### src/rtl/apb_pkg.sv
`default_nettype none
// ============================================================================
// Module      : apb_pkg
// Description : Shared types and constants for the APB requester slice.
// Revision    : 1.0 - initial release
// ============================================================================
package apb_pkg;

    typedef enum logic [1:0] {
        IDLE   = 2'd0,
        SETUP  = 2'd1,
        ACCESS = 2'd2
    } apb_state_e;

    localparam int unsigned c_DEFAULT_AW = 32;
    localparam int unsigned c_DEFAULT_DW = 32;

    localparam logic [31:0] c_UART_TX_ADDR = 32'd0;
    localparam logic [31:0] c_UART_RX_ADDR = 32'd1;

endpackage
`default_nettype wire

### src/rtl/apb_wait_timer.sv
`default_nettype none
// ============================================================================
// Module      : apb_wait_timer
// Description : Saturating wait-state counter with clear, enable and timeout.
// Revision    : 1.0 - initial release
// ============================================================================
module apb_wait_timer #(
    parameter int unsigned TIMEOUT = 16
) (
    input  logic clk,
    input  logic rst,
    input  logic i_clr,
    input  logic i_en,
    output logic o_timeout
);

    localparam int unsigned            c_CW    = (TIMEOUT < 1) ? 1 : $clog2(TIMEOUT + 1);
    localparam logic [c_CW-1:0]        c_LIMIT = c_CW'(TIMEOUT);

    logic [c_CW-1:0] r_count;

    always_ff @(posedge clk) begin
        if (rst || i_clr) begin
            r_count <= '0;
        end else if (i_en && (r_count != {c_CW{1'b1}})) begin
            r_count <= r_count + 1'b1;
        end
    end

    // A zero limit means the watchdog never fires.
    if (TIMEOUT == 0) begin : g_wdog_off
        assign o_timeout = 1'b0;
    end else begin : g_wdog_on
        assign o_timeout = (r_count >= c_LIMIT);
    end

endmodule
`default_nettype wire

### src/rtl/apb_requester.sv
`default_nettype none
// ============================================================================
// Module      : apb_requester
// Description : Single-command APB3/APB4 initiator with wait-state watchdog.
// Revision    : 1.0 - initial release
// ============================================================================
module apb_requester
    import apb_pkg::*;
#(
    parameter int unsigned AW      = c_DEFAULT_AW,
    parameter int unsigned DW      = c_DEFAULT_DW,
    parameter int unsigned TIMEOUT = 16
) (
    input  logic            clk,
    input  logic            rst,
    input  logic            cmd_valid,
    output logic            cmd_ready,
    input  logic            cmd_write,
    input  logic [AW-1:0]   cmd_addr,
    input  logic [DW-1:0]   cmd_wdata,
    input  logic [DW/8-1:0] cmd_strb,
    output logic            rsp_valid,
    output logic [DW-1:0]   rsp_rdata,
    output logic            rsp_err,
    output logic            rsp_timeout,
    output logic [AW-1:0]   padd,
    output logic [DW-1:0]   pdata,
    output logic            psel,
    output logic            pen,
    output logic            pwr,
    output logic [DW/8-1:0] pstrb,
    input  logic [DW-1:0]   prdata,
    input  logic            pready,
    input  logic            pslverr
);

    apb_state_e r_state;
    apb_state_e w_state_next;

    logic w_hs;
    logic w_done;
    logic w_abort;
    logic w_wait;
    logic w_timeout;

    logic [AW-1:0]   r_padd;
    logic [DW-1:0]   r_pdata;
    logic [DW/8-1:0] r_pstrb;
    logic            r_pwr;
    logic            r_rsp_valid;
    logic [DW-1:0]   r_rsp_rdata;
    logic            r_rsp_err;
    logic            r_rsp_timeout;

    always_ff @(posedge clk) begin
        if (rst) begin
            r_state <= IDLE;
        end else begin
            r_state <= w_state_next;
        end
    end

    always_comb begin
        w_state_next = r_state;
        cmd_ready    = 1'b0;
        psel         = 1'b0;
        pen          = 1'b0;
        w_done       = 1'b0;
        w_abort      = 1'b0;
        case (r_state)
            IDLE: begin
                cmd_ready = 1'b1;
                if (cmd_valid) begin
                    w_state_next = SETUP;
                end
            end
            SETUP: begin
                psel         = 1'b1;
                w_state_next = ACCESS;
            end
            ACCESS: begin
                psel = 1'b1;
                pen  = 1'b1;
                if (pready) begin
                    w_done       = 1'b1;
                    w_state_next = IDLE;
                end else if (w_timeout) begin
                    w_abort      = 1'b1;
                    w_state_next = IDLE;
                end
            end
            default: begin
                w_state_next = IDLE;
            end
        endcase
    end

    assign w_hs   = cmd_valid & cmd_ready;
    assign w_wait = (r_state == ACCESS) & ~pready;

    apb_wait_timer #(
        .TIMEOUT (TIMEOUT)
    ) u_wait_timer (
        .clk       (clk),
        .rst       (rst),
        .i_clr     (w_hs),
        .i_en      (w_wait),
        .o_timeout (w_timeout)
    );

    // Reads never expose write data or strobes on the bus.
    always_ff @(posedge clk) begin
        if (rst) begin
            r_padd        <= '0;
            r_pdata       <= '0;
            r_pstrb       <= '0;
            r_pwr         <= 1'b0;
            r_rsp_valid   <= 1'b0;
            r_rsp_rdata   <= '0;
            r_rsp_err     <= 1'b0;
            r_rsp_timeout <= 1'b0;
        end else begin
            if (w_hs) begin
                r_padd  <= cmd_addr;
                r_pwr   <= cmd_write;
                r_pdata <= cmd_write ? cmd_wdata : '0;
                r_pstrb <= cmd_write ? cmd_strb  : '0;
            end
            r_rsp_valid   <= w_done | w_abort;
            r_rsp_err     <= (w_done & pslverr) | w_abort;
            r_rsp_timeout <= w_abort;
            r_rsp_rdata   <= (w_done && !r_pwr && !pslverr) ? prdata : '0;
        end
    end

    assign padd        = r_padd;
    assign pdata       = r_pdata;
    assign pstrb       = r_pstrb;
    assign pwr         = r_pwr;
    assign rsp_valid   = r_rsp_valid;
    assign rsp_rdata   = r_rsp_rdata;
    assign rsp_err     = r_rsp_err;
    assign rsp_timeout = r_rsp_timeout;

endmodule
`default_nettype wire

### config.mk
export PLATFORM = sky130hd
export DESIGN_NAME = apb_requester
export DESIGN_NICKNAME = d
export VERILOG_FILES = /design/src/rtl/apb_pkg.sv /design/src/rtl/apb_wait_timer.sv /design/src/rtl/apb_requester.sv
export SDC_FILE = /design/constraint.sdc
export NUM_CORES = 1
export LEC_CHECK = 0
export BUFFER_PORTS_ARGS = -buffer_cell sky130_fd_sc_hd__buf_2
export CAP_MARGIN = 40
export CORE_UTILIZATION = 46
export DETAILED_ROUTE_END_ITERATION = 10
export PLACE_DENSITY_LB_ADDON = 0.08
export SLEW_MARGIN = 20
export SYNTH_ARGS = -nofsm -noshare
export SYNTH_HDL_FRONTEND = slang
export SYNTH_SLANG_ARGS = --single-unit
### constraint.sdc
create_clock -name clk -period 3.85 [get_ports clk]
set_input_delay 0.9625 -clock clk [delete_from_list [all_inputs] [get_ports clk]]
set_output_delay 0.9625 -clock clk [all_outputs]
set_load 0.02 [all_outputs]
Word-level counts from Yosys, hierarchy flattened
Cells that the tools add are included.
{"block": "op_classes", "add_sub_neg": 1, "mul": 0, "div_mod_pow": 0, "order_cmp": 1, "eq_ne": 5, "shifts": 0, "n_mux": 14, "bitwise_logic": 7, "n_reduce_logical": 10}
{"operator": "2-to-1 mux 32 bit", "count": 1}
{"operator": "2-to-1 mux 1 bit", "count": 8}
{"operator": "2-to-1 mux 2 bit", "count": 3}
{"operator": "one-hot mux 2 bit (3 select lines)", "count": 1}
{"operator": "adder 5 x 1 -> 5 bit, second input constant", "count": 1}
{"operator": ">= comparator 5 bit, second input constant", "count": 1}
{"operator": "inequality test 5 bit, second input constant", "count": 1}
{"operator": "2-to-1 mux 4 bit", "count": 1}
{"operator": "OR reduction 2 bit", "count": 2}
{"operator": "bitwise AND 1 bit", "count": 3}
{"operator": "logical AND 1 bit", "count": 3}
{"operator": "inequality test 3 x 2 -> 1 bit, second input constant", "count": 1}
{"operator": "equality test 2 x 1 -> 1 bit, second input constant", "count": 1}
{"operator": "equality test 2 bit, second input constant", "count": 1}
{"operator": "zero test 1 bit", "count": 2}
{"operator": "zero test 2 bit", "count": 1}
{"operator": "inequality test 2 bit, second input constant", "count": 1}
{"operator": "inverter 1 bit", "count": 2}
{"operator": "OR 1 bit", "count": 2}
{"operator": "AND reduction 2 bit", "count": 1}
{"operator": "logical OR 1 bit", "count": 1}
{"block": "totals", "reg_bits": 111, "latchBits": 0, "mem_bits_rw": 0, "rom_bits": 0, "in_bits": 106, "out_inout_bits": 107, "elab_cells": 48, "n_memories": 0}

Logic depth before layout (Yosys ltp)
Gate-level depths: netlist of run 1.
{"block": "depth", "ltp_word": 6, "depth_mapped": 7, "depth_no_buf": 6}

Modules after synthesis
A second synthesis of run 1 with hierarchy kept.
{"block": "hier_totals", "hier_cells": 428, "hier_area_um2": 3796.1}
{"module": "apb_requester", "n_inst": 1, "cells_per_inst": 398, "area_per_inst_um2": 3533.4}
{"module": "apb_wait_timer", "n_inst": 1, "cells_per_inst": 30, "area_per_inst_um2": 262.8}

Least setup slack after synthesis of run 1
Ideal clock, no wire load.
{"block": "synth_path", "path_type": "input to register", "from": "in pready", "to": "reg u_wait_timer.r_count[3]", "setup_ns": 0.070, "t_arrival_ns": 1.819, "slack_ns": 1.961, "path_stages": 3, "path_cell_list": "or3b_4 -> or3_1 -> a21oi_1"}
{"block": "synth_via", "elab_chain_cells": 3}
{"element": "start, declared", "line": "apb_requester.sv:33", "text": "input logic pready,"}
{"element": "inverter 1 bit", "line": "apb_requester.sv:99", "text": "assign w_wait = (r_state == ACCESS) & ~pready;"}
{"element": "bitwise AND 1 bit", "line": "apb_requester.sv:99"}
{"element": "logical AND 1 bit", "line": "apb_wait_timer.sv:25", "text": "end else if (i_en && (r_count != {c_CW{1'b1}})) begin"}
{"element": "end signal, assigned", "line": "apb_wait_timer.sv:26", "text": "r_count <= r_count + 1'b1;"}
{"element": "end, declared", "line": "apb_wait_timer.sv:20", "text": "logic [c_CW-1:0] r_count;"}
Every way passes these cells.
A chain may end at the register's enable or synchronous reset.

Worst setup path after layout of run 1
{"block": "layout_path", "from": "reg r_state[0]", "to": "out pen"}
{"block": "layout_via", "elab_chain_cells": 2}
{"element": "start, declared", "line": "apb_requester.sv:37", "text": "apb_state_e r_state;"}
{"element": "start signal, assigned", "line": "apb_requester.sv:59", "text": "r_state <= w_state_next;"}
{"element": "equality test 2 bit", "line": "apb_requester.sv:70", "text": "case (r_state)"}
{"element": "2-to-1 mux 1 bit", "line": "apb_requester.sv:70"}
{"element": "end, declared", "line": "apb_requester.sv:29", "text": "output logic pen,"}
Every way passes these cells.

==> impl_metrics.yaml, run 1 <==
pwr:
  power_mw: 2.60
  p_per_area_nw_per_um2: 529
  peakVddDrop_v: 0.000312
  p_leak_nw: 2.48
die:
  num_rows: 31
  initial_core_util: 0.485
  io_pins: 213
  die-area_um2: 8170
  fp.dieW_um: 90.4
  coreArea_um2: 7410
  die_h_um: 90.4
synthesis:
  synth_edf_count: 0
  syn-num-nets: 460
  synthesis.area_um2: 3590
  syn_avg_cell_area_um2: 10.4
  synth_area_leaders: "dfxtp_1, a22o_1, nand2_1"
  synthArstFlopShare: 0
  synthFlopType: "dfxtp_1"
  synth.top_cell.area_share: 0.619
  synth_seq_cells: 111
  yosysUniqueCellTypes: 26
  synthCells: 347
  synth_warnings: 0
  yosys.area.top_type: "dfxtp_1"
  synthTopCellsByCount: "dfxtp_1, nand2_1, a21oi_1, a22o_1, and2_1"
  yosysSeqAreaShare: 0.619
  yosysMostFrequentCell: "dfxtp_1"
timing:
  fmax_ghz: 0.439
  slew_headroom: 0.523
  rsz0062_at_grt: "no"
  period_share: 0.591
  finalHoldWorstSlack_ns: 0.453
  finalHoldViolations: 0
  report.final.slew_viol_count: 0
  fin_crit_ns: 2.28
  timing.final.setup_violations: 0
  worstMarginPinSlew_ns: 0.715
  tns_ns: 0
  skew_ns: 0.0102
setup_path:
  cp-start-kind: "flop"
  critPathSlowestCell: "dfxtp_1"
  path_class: "reg -> out"
  reg2reg_to: "u_wait_timer.r_count[3]$_SDFFE_PP0P_"
  end_kind: "output port"
  critPathMaxStageDelay_ns: 0.34
  path_buf_inv: 2
  cpLargestDelayFamily: "flip-flops"
  worst-path-max-fanout: 6
  r2r_cells: 6
  cp.required_ns: 2.89
  rrSetupSlack_ns: 1.95
  r2r_start: "u_wait_timer.r_count[0]$_SDFFE_PP0P_"
  crit_chain: "inv_1 -> ha_1 -> buf_2"
  critPathArrivalTime_ns: 1.31
cts:
  clockBufferDepth: 2
  clkTransAtPathRegs_ns: 0.09
  ctsResizeCount: 0
  numClockSinks: 111
  post_cts_buffers: 0
  holdBufCountCts: 0
  cts_buffers: 9
  cts_tree: "yes"
  htreeDepth: 3
  clk_latency_ns: 0.35
  root_buffer: "clkbuf_8"
placement:
  portBuffers: 212
  hpwl_mm: 6.08
  gp_congestion: 0.771
global_route:
  grt_max_degree: 41
  globalRouteOverflowTotal: 0
  grt_pass1_wl_mm: 13.4
  grt_pass1_vias: 2876
  grtUsageTotal: 0.205
  grt_antenna_before_repair: 0
cells_and_area:
  final_layout_size_suffix_gt1_frac: 0.423
  fill_cells: 668
  area_growth_pct: 36.6
  antenna_cells: 0
  nets: 668
drt:
  drtIter0Drc: 116
  drc: 0
  firstDrtPassIters: 4
  wl_per_cell_um: 12.8
  drt-total-wl_mm: 8.40
  vias: 3087
  avgViaCountPerCell: 4.68
  ant_nets: 0
run:
  cap_violations: 0
worst_hold_path:
  min_path_cells: 2
  hold_start: "padd[20]$_SDFFE_PP0P_"
  hold_class: "reg -> reg"
  holdPathEnd: "padd[20]$_SDFFE_PP0P_"
outcome:
  status: "complete, no violations"
[area by class of cell]
class | count | area, µm² | area share
Clock buffer | 11 | 131 | 0.0268
Sequential cell | 111 | 2220 | 0.453
Inverter | 4 | 15.0 | 0.00306
Tap cell | 99 | 124 | 0.0252
Multi-Input combinational cell | 212 | 1280 | 0.261
Timing Repair Buffer | 217 | 1100 | 0.224
Clock inverter | 5 | 35.0 | 0.00714
[per-layer routing]
layer  wire length (µm)  global-route usage
met1               3520               0.248
met2               3990               0.330
met3                668              0.0657
met4                232              0.0981
met5                  0                   0
[per-stage QoR]
step,setup WS [ns],cell area (µm²),std cells,util
after detailed placement,1.21,4740,643,0.640
final,1.57,4910,659,0.662
after global routing,1.41,4910,659,0.662
after global placement,1.25,4740,643,0.640
after floorplan,1.96,3590,347,-
after CTS,1.55,4910,659,0.662
[how the worst max path moves through the flow]
stage	start	endpoint	slack [ns]	cells past startpoint
global route	rst	rsp_rdata[23]$_SDFF_PP0_	1.41	5
detailed placement	rst	rsp_rdata[23]$_SDFF_PP0_	1.21	5
global placement	rst	rsp_rdata[27]$_SDFF_PP0_	1.25	5
CTS	r_state[0]$_SDFFE_PP0P_	pen	1.55	3
finish	r_state[0]$_SDFFE_PP0P_	pen	1.57	3
floorplan	pready	u_wait_timer.r_count[3]$_SDFFE_PP0P_	1.96	3
[worst reg2reg max path, stage by stage, from the launching register on]
cell	delay, ns
dfxtp_1	0.35
ha_1	0.21
and3_1	0.18
ha_1	0.21
or3b_4	0.40
or3_1	0.35
a21oi_1	0.13
[cells in the final DEF, fill, tap and decap left out, drive strengths merged]
master    synthesis  layout
ha                7       7
nor2b             1       1
nand2b            7       7
o21ai             1       1
inv               4       4
or3b              1       1
xnor2             1       1
nand2            72      72
or3               1       1
a22o             36      36
nor2              5       5
a21o              1       1
nor4b             1       1
and3              1       1
mux2i             2       2
and2             33      33
nor3b             2       2
nand3             1       1
and4bb            1       1
clkinv            0       1
a21oi            38      38
dfxtp           111     111
buf               6     217
clkbuf           14      11
clkinvlp          0       4
[state kept, by name, summed over array words and instances (netlist names)]
register,flops
padd,32
pdata,32
pstrb,4
pwr,1
r_state,2
rsp_err,1
rsp_rdata,32
rsp_timeout,1
rsp_valid,1
u_wait_timer.r_count,5
[cell families after synthesis]
family | Yosys count | share of synthesized area
multiplexers | 2 | 0.00557
XOR/XNOR | 1 | 0.00244
buffers and inverters | 24 | 0.0272
AND/OR/NAND/NOR | 126 | 0.178
flip-flops | 111 | 0.619
AO/OA/AOI/OAI | 76 | 0.144
adder cells (fa/ha/maj) | 7 | 0.0244
[where the power goes]
part	leakage (nW)	switching, mW	total (mW)	internal, mW
logic	1.51	0.435	0.679	0.244
clock network	0.0716	0.362	0.597	0.235
registers	0.902	0.0560	1.32	1.26
total	2.48	0.853	2.60	1.74
No activity file was read; power rests on OpenSTA's default activity.
==> run 2, diff against run 1 <==
CORE_UTILIZATION = 43   (was 46)
clock period = 2.35 ns   (was 3.85 ns; I/O delays follow)
==> run 2 against run 1 <==
Compared with the run above:
- non-clock buffer count up 1
- power increased by 78%
- count of clock-buffer cells in the layout rose by 1
- setup slack got worse by 1.1 ns
- register-to-register slack got worse by 1.5 ns
- clock skew decreased by 0.0028 ns
- critical path depth is the same
- die area rose by 6.8%
- sequential power rose by 64%
- first-iteration DRC count is 32% lower
- critical path type unchanged
==> impl_metrics.yaml, run 2 (synthesized netlist as in run 1, its figures left out) <==
die:
  die_h_um: 93.4
  die-area_um2: 8720
  initial_core_util: 0.455
  num_rows: 32
  fp.dieW_um: 93.4
  coreArea_um2: 7890
  io_pins: 213
pwr:
  power_mw: 4.62
  p_int_mw: 3.23
  p_switching_mw: 1.38
  p_leak_nw: 2.54
  p_per_area_nw_per_um2: 924
  swShare: 0.300
  seqPwrFrac: 0.468
  clkPwrFrac: 0.289
  peakVddDrop_v: 0.000477
  share_comb_of_total_power: 0.243
drt:
  drc: 0
  vias: 3128
  drtIter0Drc: 79
  avgViaCountPerCell: 4.73
  drt-total-wl_mm: 8.42
  wl_per_cell_um: 12.7
  firstDrtPassIters: 4
  ant_nets: 0
cts:
  cts_tree: "yes"
  root_buffer: "clkbuf_8"
  ctsResizeCount: 0
  holdBufCountCts: 0
  htreeDepth: 3
  clk_latency_ns: 0.34
  numClockSinks: 111
  clockBufferDepth: 2
  cts_buffers: 9
  post_cts_buffers: 0
  clkTransAtPathRegs_ns: 0.10
placement:
  portBuffers: 212
  post_dp_cell_area_um2: 4750
  hpwl_mm: 6.03
  post-place-ws_ns: 0.447
  gp_congestion: 0.734
  dp_cells: 647
timing:
  fmax_ghz: 0.520
  finalHoldViolations: 0
  period_share: 0.819
  skew_ns: 0.00745
  fin_crit_ns: 1.92
  report.final.slew_viol_count: 0
  timing.final.setup_violations: 0
  finalHoldWorstSlack_ns: 0.434
  worst_slack_ns: 0.425
  worstMarginPinSlew_ns: 0.468
  rsz0062_at_grt: "no"
  slew_headroom: 0.688
  tns_ns: 0
global_route:
  grtUsageTotal: 0.190
  globalRouteOverflowTotal: 0
  grt_pass1_vias: 2850
  grt_max_degree: 39
  grt_pass1_wl_mm: 13.0
  grt_antenna_before_repair: 0
cells_and_area:
  mostFrequentLayoutCells: "buf_2, dfxtp_1, nand2_1"
  final_cells: 662
  area_growth_pct: 39.1
  nets: 669
  fin_area_um2: 5000
  final_layout_size_suffix_gt1_frac: 0.425
  fill_cells: 715
  finish.utilization: 0.634
  layout_commonest_cell: "buf_2"
  antenna_cells: 0
setup_path:
  crit_chain: "inv_1 -> ha_1 -> buf_2"
  end_kind: "output port"
  cpLargestDelayFamily: "flip-flops"
  critPathMaxStageDelay_ns: 0.34
  path_class: "reg -> out"
  worst-path-max-fanout: 6
  cp-start-kind: "flop"
  cp.required_ns: 1.76
  critPathArrivalTime_ns: 1.34
  critPathSlowestCell: "dfxtp_1"
  path_buf_inv: 2
outcome:
  status: "complete, no violations"
worst_hold_path:
  hold_class: "in -> reg"
run:
  cap_violations: 0
==> run 2: power groups by stage <==
stage	combinational, mW	clock [mW]	sequential [mW]
after detailed placement	1.13	0	2.20
final	1.12	1.34	2.16
after global placement	1.11	0	2.20
after global routing	1.24	1.46	2.18
after floorplan	0.515	0	2.41
after CTS	1.14	1.37	2.16
==> run 2: path summary, 6_finish.rpt <==
path | slack, ns | endpoint | startpoint | depth (start not counted)
worst min-delay path | 0.43 | rsp_rdata[9]$_SDFF_PP0_ | prdata[9] | 2
worst max register to register | 0.43 | u_wait_timer.r_count[3]$_SDFFE_PP0P_ | u_wait_timer.r_count[0]$_SDFFE_PP0P_ | 6
worst min register to register | 0.45 | padd[29]$_SDFFE_PP0P_ | padd[29]$_SDFFE_PP0P_ | 2
worst max-delay path | 0.43 | pen | r_state[0]$_SDFFE_PP0P_ | 3
==> run 2: routing by layer <==
layer	up-vias	routed length, µm	part of all wire	global-route usage
met5	-	0	0	0
met2	127	4050	0.48	0.318
met4	0	212	0.025	0.0821
li1	1567	-	-	-
met3	14	732	0.087	0.0626
met1	1420	3430	0.41	0.220
==> run 2: final cells by class <==
type / count / area [µm²] / share of cell area
sequential: 111 / 2220 / 0.445
multi-input combinational: 212 / 1280 / 0.256
timing repair buffer: 218 / 1110 / 0.221
clock buffer: 12 / 155 / 0.0310
tap: 102 / 128 / 0.0255
clock inverter: 3 / 90.1 / 0.0180
inverter: 4 / 15.0 / 0.00300
